==> config.mk <==
export PLATFORM = sky130hd
export DESIGN_NAME = match_timer_bcd
export DESIGN_NICKNAME = d
export VERILOG_FILES = /design/src/rtl/match_timer_bcd.sv
export SDC_FILE = /design/constraint.sdc
export NUM_CORES = 1
export LEC_CHECK = 0
export BUFFER_PORTS_ARGS = -buffer_cell sky130_fd_sc_hd__buf_2
export CAP_MARGIN = 15
export CELL_PAD_IN_SITES_DETAIL_PLACEMENT = 2
export CELL_PAD_IN_SITES_GLOBAL_PLACEMENT = 2
export CORE_UTILIZATION = 38
export DETAILED_ROUTE_END_ITERATION = 8
export GPL_ROUTABILITY_DRIVEN = 0
export GPL_TIMING_DRIVEN = 0
export MAX_ROUTING_LAYER = met4
export PLACE_DENSITY = 0.83
export SLEW_MARGIN = 5
export SYNTH_ARGS = -nofsm -noshare
export SYNTH_HDL_FRONTEND = slang
export SYNTH_SLANG_ARGS = --single-unit
export TNS_END_PERCENT = 5
==> constraint.sdc <==
create_clock -name clk -period 4.42 [get_ports clk]
set_clock_uncertainty 0.1 [all_clocks]
set_input_delay 0.663 -clock clk [delete_from_list [all_inputs] [get_ports clk]]
set_output_delay 0.663 -clock clk [all_outputs]
set_load 0.005 [all_outputs]
==> src/rtl/match_timer_bcd.sv <==
// Match countdown timer: mm:ss in BCD, decremented once per TICK_DIV clocks while running.
// Single-cycle start/pause/load commands; a one-cycle time_up pulse accompanies the 00:00 update.
module match_timer_bcd #(
    parameter int TICK_DIV     = 100000000,
    parameter int INIT_MIN_TEN = 0,
    parameter int INIT_MIN_ONE = 3,
    parameter int INIT_SEC_TEN = 0,
    parameter int INIT_SEC_ONE = 0
) (
    input  logic       clk,
    input  logic       rst,
    input  logic       start,
    input  logic       pause,
    input  logic       load,
    output logic [3:0] min_ten,
    output logic [3:0] min_one,
    output logic [3:0] sec_ten,
    output logic [3:0] sec_one,
    output logic       running,
    output logic       expired,
    output logic       time_up
);

    localparam int             PW       = $clog2(TICK_DIV);
    localparam logic [PW-1:0]  TICK_MAX = PW'(TICK_DIV - 1);
    localparam logic [3:0]     P_MT     = 4'(INIT_MIN_TEN);
    localparam logic [3:0]     P_MO     = 4'(INIT_MIN_ONE);
    localparam logic [3:0]     P_ST     = 4'(INIT_SEC_TEN);
    localparam logic [3:0]     P_SO     = 4'(INIT_SEC_ONE);

    typedef enum logic [1:0] {S_IDLE, S_RUN, S_PAUSE, S_EXPIRED} state_t;

    state_t        r_state, w_state_nxt;
    logic [PW-1:0] r_presc, w_presc_nxt;
    logic [3:0]    r_mt, r_mo, r_st, r_so;
    logic [3:0]    w_mt_nxt, w_mo_nxt, w_st_nxt, w_so_nxt;
    logic [3:0]    w_dec_mt, w_dec_mo, w_dec_st, w_dec_so;
    logic          w_b_so, w_b_st, w_b_mo;
    logic          r_time_up, w_time_up_nxt;
    logic          w_is_zero, w_dec_zero, w_tick;

    // BCD borrow chain; seconds tens wraps to 5, all other digits to 9
    assign w_b_so   = (r_so == 4'd0);
    assign w_dec_so = w_b_so ? 4'd9 : r_so - 4'd1;
    assign w_b_st   = w_b_so && (r_st == 4'd0);
    assign w_dec_st = !w_b_so ? r_st : ((r_st == 4'd0) ? 4'd5 : r_st - 4'd1);
    assign w_b_mo   = w_b_st && (r_mo == 4'd0);
    assign w_dec_mo = !w_b_st ? r_mo : ((r_mo == 4'd0) ? 4'd9 : r_mo - 4'd1);
    assign w_dec_mt = w_b_mo ? r_mt - 4'd1 : r_mt;

    assign w_is_zero  = ({r_mt, r_mo, r_st, r_so} == 16'd0);
    assign w_dec_zero = ({w_dec_mt, w_dec_mo, w_dec_st, w_dec_so} == 16'd0);
    assign w_tick     = (r_presc == TICK_MAX);

    always_comb begin
        w_state_nxt   = r_state;
        w_presc_nxt   = r_presc;
        w_mt_nxt      = r_mt;
        w_mo_nxt      = r_mo;
        w_st_nxt      = r_st;
        w_so_nxt      = r_so;
        w_time_up_nxt = 1'b0;
        if (load) begin
            w_state_nxt = S_IDLE;
            w_presc_nxt = '0;
            w_mt_nxt    = P_MT;
            w_mo_nxt    = P_MO;
            w_st_nxt    = P_ST;
            w_so_nxt    = P_SO;
        end else begin
            case (r_state)
                S_IDLE: begin
                    if (start && !pause) begin
                        if (w_is_zero) begin
                            w_state_nxt   = S_EXPIRED;
                            w_time_up_nxt = 1'b1;
                        end else begin
                            w_state_nxt = S_RUN;
                            w_presc_nxt = '0;
                        end
                    end
                end
                S_RUN: begin
                    if (pause) begin
                        w_state_nxt = S_PAUSE;
                    end else if (w_tick) begin
                        w_presc_nxt = '0;
                        w_mt_nxt    = w_dec_mt;
                        w_mo_nxt    = w_dec_mo;
                        w_st_nxt    = w_dec_st;
                        w_so_nxt    = w_dec_so;
                        if (w_dec_zero) begin
                            w_state_nxt   = S_EXPIRED;
                            w_time_up_nxt = 1'b1;
                        end
                    end else begin
                        w_presc_nxt = r_presc + 1'b1;
                    end
                end
                S_PAUSE: begin
                    // prescaler is left untouched so the partial second survives
                    if (start && !pause) begin
                        w_state_nxt = S_RUN;
                    end
                end
                default: begin
                end
            endcase
        end
    end

    always_ff @(posedge clk) begin
        if (rst) begin
            r_state   <= S_IDLE;
            r_presc   <= '0;
            r_mt      <= P_MT;
            r_mo      <= P_MO;
            r_st      <= P_ST;
            r_so      <= P_SO;
            r_time_up <= 1'b0;
        end else begin
            r_state   <= w_state_nxt;
            r_presc   <= w_presc_nxt;
            r_mt      <= w_mt_nxt;
            r_mo      <= w_mo_nxt;
            r_st      <= w_st_nxt;
            r_so      <= w_so_nxt;
            r_time_up <= w_time_up_nxt;
        end
    end

    assign min_ten = r_mt;
    assign min_one = r_mo;
    assign sec_ten = r_st;
    assign sec_one = r_so;
    assign running = (r_state == S_RUN);
    assign expired = (r_state == S_EXPIRED);
    assign time_up = r_time_up;

endmodule

==> results.toml <==
[timing]
fmax_ghz = 0.349
hold_violations = 0
period_minus_slack_ns = 2.87
finalSetupViolations = 0
setup-tns-final_ns = 0
slew_headroom_pct = 42.6
worst_slew_pin_slew_ns = 0.853
rsz0062_at_grt = "false"
drv_slew = 0
fin_crit_sh_pct = 64.9

[worst_setup_path]
r2r-start = "sec_ten[0]"
crit_chain = "nor4_1, nand3_1, o211ai_1, buf_2, nor3_1, o21ba_2"
reg2reg_to = "r_presc[6]"
reg2reg_depth = 6
cp_max_fo = 10
path_class = "register to register"
slowest_stage = "nor4_1"
cp-start-kind = "register"
required_ns = 4.53
endpoint_kind = "register"
crit_arrival_ns = 2.97
reg2reg_slack_ns = 1.55
slowest_delay_ns = 0.76

[die]
coreArea_mm2 = 0.00646
fp-row-count = 29
io_pins = 24
die_w_um = 84.6
start_util_pct = 40.1
die_area_mm2 = 0.00716
chipHeight_um = 84.6

[logic_synthesis]
synth-edff-count = 0
async_flop_share_pct = 0
ys_ff_latch = 46
syn-num-nets = 325
ys_top_cells_by_area = "dfxtp_1, a21oi_1, o31ai_1"
synth.distinct_cells = 51
syn-cell-area_mm2 = 0.00259
avgSynthCellArea_um2 = 8.28
ys_warn_count = 0
synth.largest_area_cell = "dfxtp_1"
synthCells = 313
yosysSeqAreaShare_pct = 35.5
post-synth-top-area-fraction_pct = 35.5
synth_flop_cell = "dfxtp_1"

[cts]
ctsResizeCount = 0
tritoncts = "yes"
cts_buffer_depth = 2
path_clk_slew_ns = 0.10
clock_latency_ns = 0.31
cts_root_buffer = "clkbuf_8"
post_cts_buffers = 0
hold_buffers = 0
cts_buffers = 5
h-tree-depth = 2
clock_sinks = 46

[routing]
drc = 3
drt_iter0_drc = 57
wl_per_cell_um = 20.1
drtPass1Iterations = 8
via_count = 2628
viasPerCell = 6.24
drt_wl_total_um = 8470
ant_nets = 0

[final_layout]
fin_nets = 355
fillers = 753
synthToLayoutAreaGrowth_pct = 12.5
antennaDiodeCount = 0
drive_gt1_share_pct = 13.7
final_util_pct = 45.2
design_area_mm2 = 0.00292
final_cells = 421

[grt]
antenna_found_initial = 0
grt_pass1_wl_um = 14500
grt_start_max_net_pins = 16
grt_pass1_vias = 2789
grt_usage_pct = 25.9
grt-ovfl-total = 0

[outcome]
violations = "design-rule violations"
status = "complete, but fails checks"

[placed_design]
numPortBuffers = 23
dpl.hpwl_um = 6290
dpl-instance-area_mm2 = 0.00280
post-place-cells = 413

[worst_hold_path]
hold_depth = 2
hold_path.class = "register to register"
hold_end = "sec_ten[3]"
worstHoldStart = "sec_ten[3]"

[job]
maxCapViolCount = 0

[pwr]
powerDensity_mw_per_mm2 = 267
irDropWorstVdd_v = 0.000120
leakage_nw = 0.951
[synthesized netlist by cell type, types with 3 or more instances]
library cell,count
a21oi_1,28
and3_1,7
and4_1,3
buf_2,5
clkbuf_1,8
dfxtp_1,46
ha_1,7
inv_1,10
mux2i_1,5
nand2_1,20
nand2b_1,4
nand3_1,15
nand4_1,13
nand4b_1,3
nor2_1,18
nor3_1,8
nor4_1,4
nor4b_1,3
o2111ai_1,3
o211ai_1,5
o21ai_0,13
o31ai_1,15
or2_2,4
or3_1,12
or4_1,15
xor2_1,6
[power by group]
part | total [mW] | internal [mW] | switching, mW
combinational | 0.0345 | 0.0101 | 0.0244
clock | 0.330 | 0.168 | 0.161
sequential | 0.416 | 0.415 | 0.00105
total | 0.780 | 0.593 | 0.187
[layout by cell type, fill, tap and decap left out, types with 2 or more instances in the layout]
| cell type | Yosys | routed |
|---|---|---|
| a211oi_1 | 2 | 2 |
| a21oi_1 | 28 | 28 |
| a41oi_1 | 2 | 2 |
| and2_1 | 2 | 2 |
| and3_1 | 7 | 7 |
| and4_1 | 3 | 3 |
| buf_2 | 5 | 28 |
| clkbuf_1 | 8 | 8 |
| clkbuf_8 | 0 | 5 |
| clkinvlp_4 | 0 | 2 |
| dfxtp_1 | 46 | 46 |
| ha_1 | 7 | 7 |
| inv_1 | 10 | 10 |
| mux2i_1 | 5 | 5 |
| nand2_1 | 20 | 20 |
| nand2b_1 | 4 | 4 |
| nand3_1 | 15 | 15 |
| nand4_1 | 13 | 13 |
| nand4b_1 | 3 | 3 |
| nor2_1 | 18 | 18 |
| nor3_1 | 8 | 8 |
| nor3b_1 | 2 | 2 |
| nor4_1 | 4 | 4 |
| nor4b_1 | 3 | 3 |
| o2111ai_1 | 3 | 3 |
| o211ai_1 | 5 | 5 |
| o21a_1 | 2 | 2 |
| o21ai_0 | 13 | 13 |
| o21ai_1 | 2 | 2 |
| o31ai_1 | 15 | 15 |
| o41ai_1 | 2 | 2 |
| or2_2 | 4 | 4 |
| or3_1 | 12 | 12 |
| or4_1 | 15 | 15 |
| xnor2_1 | 2 | 2 |
| xor2_1 | 6 | 6 |
[critical path, delay by kind of cell, from the launching register on]
family | cells | cell delay [ns]
and+or+nand+nor | 3 | 1.18
AOI/OAI and AO/OA | 2 | 0.77
buffers and inverters | 1 | 0.35
DFF | 1 | 0.35
[final cells by class]
cell class / instances / area, um2 / area share, %
multi-input cells: 244 / 1580 / 54.1
flip-flops and latches: 46 / 921 / 31.6
repair buffers: 23 / 115 / 3.95
well taps: 77 / 96.3 / 3.30
clock buffers: 5 / 68.8 / 2.36
plain buffers: 13 / 55.1 / 1.89
clock inverters: 3 / 45.0 / 1.54
inverters: 10 / 37.5 / 1.29
[per-layer routing]
metal | global-route usage (%) | vias up | wire, um
met3 | 4.03 | 10 | 153
li1 | - | 1263 | -
met2 | 45.0 | 25 | 4250
met4 | 6.63 | 0 | 108
met5 | - | - | 0
met1 | 31.2 | 1330 | 3960
[per-stage QoR]
step	worst slack [ns]	hold WS [ns]	power [mW]
floorplan	2.33	0.360	0.447
global placement	1.69	0.365	0.459
detailed placement	1.61	0.394	0.461
CTS	1.56	0.411	0.788
global route	1.31	0.413	0.807
finish	1.55	0.411	0.780
[registers in the layout (all words and copies together) (netlist names)]
signal   count
min_ten      4
r_state      2
time_up      1
min_one      4
sec_one      4
r_presc     27
sec_ten      4
[worst max-delay path by stage]
| stage | start | endpoint | slack [ns] | depth (start not counted) |
|---|---|---|---|---|
| after floorplan | r_state[0] | r_presc[19] | 2.33 | 8 |
| after global placement | sec_ten[0] | r_presc[6] | 1.69 | 6 |
| after detailed placement | sec_ten[0] | r_presc[6] | 1.61 | 6 |
| after CTS | sec_ten[0] | r_presc[6] | 1.56 | 6 |
| after global routing | sec_one[3] | r_presc[26] | 1.31 | 6 |
| final | sec_ten[0] | r_presc[6] | 1.55 | 6 |
[cell families (layout without fill, tap and decap cells)]
family,after synthesis,count (layout),synth area share (%)
adders and majority gates,7,7,3.38
muxes,5,5,1.93
xor gates and xnor gates,8,8,2.70
and+or+nand+nor,141,141,32.3
AOI/OAI and AO/OA,83,83,20.6
buffers and inverters,23,54,3.57
DFF,46,46,35.5
Note: power is estimated with default switching activity, not from simulation.
